===== config.mk =====
export PLATFORM = sky130hd
export DESIGN_NAME = f_down_counter
export DESIGN_NICKNAME = d
export VERILOG_FILES = /design/src/rtl/f_down_counter_pkg.sv /design/src/rtl/f_down_counter.sv
export SDC_FILE = /design/constraint.sdc
export NUM_CORES = 1
export LEC_CHECK = 0
export ABC_AREA = 0
export BUFFER_PORTS_ARGS = -buffer_cell sky130_fd_sc_hd__clkbuf_2
export CAP_MARGIN = 20
export CORE_UTILIZATION = 40
export DETAILED_ROUTE_END_ITERATION = 12
export GPL_TIMING_DRIVEN = 0
export HOLD_SLACK_MARGIN = 0.03
export SLEW_MARGIN = 10
export SYNTH_ARGS = -nofsm -noshare
export SYNTH_HDL_FRONTEND = slang
export SYNTH_SLANG_ARGS = --single-unit
export TNS_END_PERCENT = 30

===== constraint.sdc =====
create_clock -name clock -period 1.4 [get_ports clock]
set_clock_uncertainty 0.05 [all_clocks]
set_input_delay 0.42 -clock clock [delete_from_list [all_inputs] [get_ports clock]]
set_output_delay 0.42 -clock clock [all_outputs]
set_load 0.05 [all_outputs]

===== src/rtl/f_down_counter_pkg.sv =====
// Shared constants for the down-counter family: default width and FSM state encoding.
package f_down_counter_pkg;

    localparam int unsigned DEFAULT_WIDTH = 4;

    localparam logic [1:0] IDLE   = 2'b00;
    localparam logic [1:0] RUN    = 2'b01;
    localparam logic [1:0] RELOAD = 2'b10;

endpackage


===== src/rtl/f_down_counter.sv =====
// Loadable down counter with registered terminal-count pulse and optional auto-reload.
module f_down_counter
    import f_down_counter_pkg::*;
#(
    parameter int unsigned WIDTH = DEFAULT_WIDTH
) (
    input  logic             clock,
    input  logic             reset,
    input  logic             enable,
    input  logic             load,
    input  logic [WIDTH-1:0] load_value,
    input  logic             auto_reload,
    output logic [WIDTH-1:0] counter_out,
    output logic             busy,
    output logic             done
);

    logic [1:0]       state_q, state_d;
    logic [WIDTH-1:0] count_q, count_d;
    logic [WIDTH-1:0] reload_q, reload_d;
    logic             done_q, done_d;

    always_comb begin
        state_d  = state_q;
        count_d  = count_q;
        reload_d = reload_q;
        done_d   = 1'b0;
        // Load wins over everything, so a terminal count in the same cycle never pulses done.
        if (load) begin
            count_d  = load_value;
            reload_d = load_value;
            if (load_value != '0) begin
                state_d = RUN;
            end else begin
                state_d = IDLE;
                done_d  = 1'b1;
            end
        end else begin
            case (state_q)
                RUN: begin
                    if (enable) begin
                        if (count_q > WIDTH'(1)) begin
                            count_d = count_q - WIDTH'(1);
                        end else begin
                            count_d = '0;
                            done_d  = 1'b1;
                            state_d = auto_reload ? RELOAD : IDLE;
                        end
                    end
                end
                RELOAD: begin
                    count_d = reload_q;
                    state_d = RUN;
                end
                IDLE: begin
                    state_d = IDLE;
                end
                default: begin
                    state_d = IDLE;
                end
            endcase
        end
    end

    always_ff @(posedge clock) begin
        if (!reset) begin
            state_q  <= IDLE;
            count_q  <= '0;
            reload_q <= '0;
            done_q   <= 1'b0;
        end else begin
            state_q  <= state_d;
            count_q  <= count_d;
            reload_q <= reload_d;
            done_q   <= done_d;
        end
    end

    assign counter_out = count_q;
    assign done        = done_q;
    assign busy        = (state_q != IDLE);

endmodule


==> run_results.csv <==
group,metric,value,unit
run_status,status,"finished with violations",
run_status,violations,"setup timing",
pwr,leakage,0.380,nW
timing,fmax,660,MHz
timing,hold_violations,0,
critical_path,worstPathRequired,930,ps
clock_network,clock_path_buffers,2,
synth,synth_seq_area_share,31.3,%
global_routing,grt_pass1_wl,2810,µm
routing,routed_wirelength,1610,µm
clock_network,cts_made_buffers,3,
critical_path,critPathKind,"flip-flop to output pin",
critical_path,startpoint_type,"flip-flop",
routing,vias,691,
critical_path,r2r_cells,5,
clock_network,clock_latency,280,ps
pwr,internal-power,0.555,mW
critical_path,r2r-start,"state_q[0]",
synth,synth_area,703,µm²
routing,dr.first_iter.drc_count,7,
synth,ys_top_cells_by_area,"dfxtp_1 31%, ha_1 8.9%, o31ai_1 5.3%",
layout,drive_above_1_share,43.0,%
global_routing,grtUsageTotal,20.1,%
clock_network,clockRootBuffer,"clkbuf_4",
pwr,seqPwrFrac,42.2,%
routing,antenna_left,0,
layout,n_antenna_cell,0,
pwr,p_sw_share,34.3,%
layout,area_growth,34.9,%
layout,fin_area,948,µm²
global_routing,grt_start_max_net_pins,11,
clock_network,ctsHtreeMaxLevel,1,
timing,setup_viol,6,
die,io_pins,15,
layout,nets,115,
timing,fin_ws,-114,ps
die,core_area,1580,µm²
critical_path,critPathMaxFanout,3,
pwr,clkPwrFrac,27.0,%
synth,syn_nets,95,
timing,drv_slew,0,
timing,finalSetupTns,-360,ps
hold_path,hp-class,"input pin to flip-flop",
die,dieArea,1930,µm²
die,rows,14,
synth,synth.top_cell.area_share,31.3,%
global_routing,grt-ovfl-total,0,
critical_path,arrival,1040,ps
global_routing,grt_antenna_before_repair,0,
routing,wl_per_cell,13.9,µm
placed_design,io_buffers,14,
clock_network,path_clk_slew,80,ps
timing,rsz0062_at_grt,"yes",
placed_design,gp_congestion,0.767,
synth,ys_warn_count,0,
critical_path,worstSetupEndpointType,"output pin",
routing,dr.pass1.iters,6,
clock_network,tritoncts,"built",
die,die_x,43.9,µm
synth,syn_inst,81,
pwr,power.total,0.844,mW
hold_path,hold_end,"reload_q[2]",
synth,synth_area_leader_cell,"dfxtp_1",
critical_path,timing.reg2reg.setup_slack,-80,ps
critical_path,rr_endpoint,"counter_out[0]",
job,maxCapViolCount,0,
clock_network,cts.sinks,11,
synth,synth_seq_cells,11,
clock_network,cts_hold_buf,0,
timing,fin_crit_sh,108,%
timing,worst_slew_pin_slew,426,ps
pwr,ir_worst_vdd,610,µV
die,die_h,43.9,µm
synth,avgSynthCellArea,8.68,µm²
routing,avgViaCountPerCell,5.96,
die,initial_core_util,44.6,%
hold_path,hold_depth,3,
pwr,p_sw,0.289,mW
pwr,power_frac_comb,30.8,%
timing,post-route-min-period,1510,ps
routing,drc,0,
synth,synth.distinct_cells,29,
global_routing,grt_pass1_vias,641,
hold_path,hold_start,"load_value[2]",
placed_design,dpl_worst_slack,-258,ps
layout,final_util,60.2,%
pwr,power_density,890,nW/µm²
placed_design,place_area,826,µm²
timing,relSlewSlack,71.6,%
critical_path,crit_path_start,"state_q[0]",
placed_design,hpwlAfterDp,1130,µm
## per-layer routing
| metal | share of wire [%] | wire (µm) | GRT usage (%) |
|---|---|---|---|
| met1 | 47 | 758 | 25.2 |
| met2 | 45 | 717 | 29.9 |
| met3 | 6.5 | 105 | 7.92 |
| met4 | 1.9 | 30 | 10.3 |
| met5 | 0 | 0 | 0 |
## layout by cell type, fill, tap and decap left out, types with 3 or more instances in the layout
cell type,Yosys,layout
inv_1,8,4
nand2b_1,3,3
buf_4,0,3
a21boi_1,3,3
a21oi_1,5,5
clkbuf_4,0,5
dfxtp_1,11,5
nand3b_1,3,3
o211ai_1,3,3
dfxtp_4,0,3
nor2b_1,3,3
clkbuf_2,0,10
nand2_1,5,5
mux2i_1,3,3
inv_2,0,4
dfxtp_2,0,3
o31ai_1,5,3
## flip-flops by register name, indices dropped and copies added, names as in the netlist
register / count
counter_out: 4
done: 1
reload_q: 4
state_q: 2
## logic make-up after synthesis
group                    Yosys count  synth area share, %
adder cells (fa/ha/maj)            5                 8.90
flip-flops                        11                 31.3
buffers and inverters             13                 8.01
AO/OA/AOI/OAI                     25                 25.8
AND/OR/NAND/NOR                   23                 20.1
multiplexers                       4                 5.87
## worst max-delay path, stage by stage (launching register included)
cell,delay [ps]
dfxtp_2,360
inv_2,60
ha_4,150
inv_2,50
clkbuf_16,150
## area by class of cell
| cell class | count | area [µm²] |
|---|---|---|
| Fill cell | 141 | 628 |
| Multi-Input combinational cell | 57 | 490 |
| Clock inverter | 1 | 5.00 |
| Clock buffer | 3 | 22.5 |
| Sequential cell | 11 | 235 |
| Tap cell | 16 | 20.0 |
| Inverter | 8 | 30.0 |
| Timing Repair Buffer | 16 | 121 |
| Buffer | 4 | 23.8 |
## what timing repair did
action	4_1_cts	5_1_grt
pin swaps	3	0
setup endpoints to repair	9	12
buffers inserted	0	2
gates resized for setup	20	6
## Yosys cell counts
cell and count:
dfxtp_1 11, inv_1 8, a21oi_1 5, ha_1 5
nand2_1 5, o31ai_1 5, clkbuf_1 4, a21boi_1 3
mux2i_1 3, nand2b_1 3, nand3b_1 3, nor2b_1 3
o211ai_1 3, a41oi_1 2, nor2_1 2, or2_1 2
or4_1 2, a211oi_1 1, a22o_1 1, buf_6 1
mux2_2 1, nand4bb_1 1, nor4_1 1, nor4bb_1 1
o21a_1 1, o221ai_1 1, o22ai_1 1, o31a_1 1
o41ai_1 1
## how the worst max path moves through the flow
stage	cells past startpoint	end	slack, ps
final	4	busy	-110
after global routing	4	busy	-170
after CTS	4	busy	-110
after detailed placement	5	counter_out[0]	-260
after global placement	5	counter_out[1]	-310
after floorplan	6	counter_out[1]	-60
## power by group through the flow
stage               sequential (mW)  combinational (mW)  clock [mW]
CTS                           0.356               0.253       0.238
global placement              0.362               0.215           0
floorplan                     0.396               0.126           0
finish                        0.356               0.260       0.228
detailed placement            0.362               0.216           0
global route                  0.359               0.285       0.253
## stage by stage
stage	std cells	hold slack, ps
6_report	116	353
5_1_grt	116	344
4_1_cts	114	339
3_5_place_dp	111	413
3_3_place_gp	111	407
2_1_floorplan	81	395
Note: power is estimated with default switching activity, not from simulation.
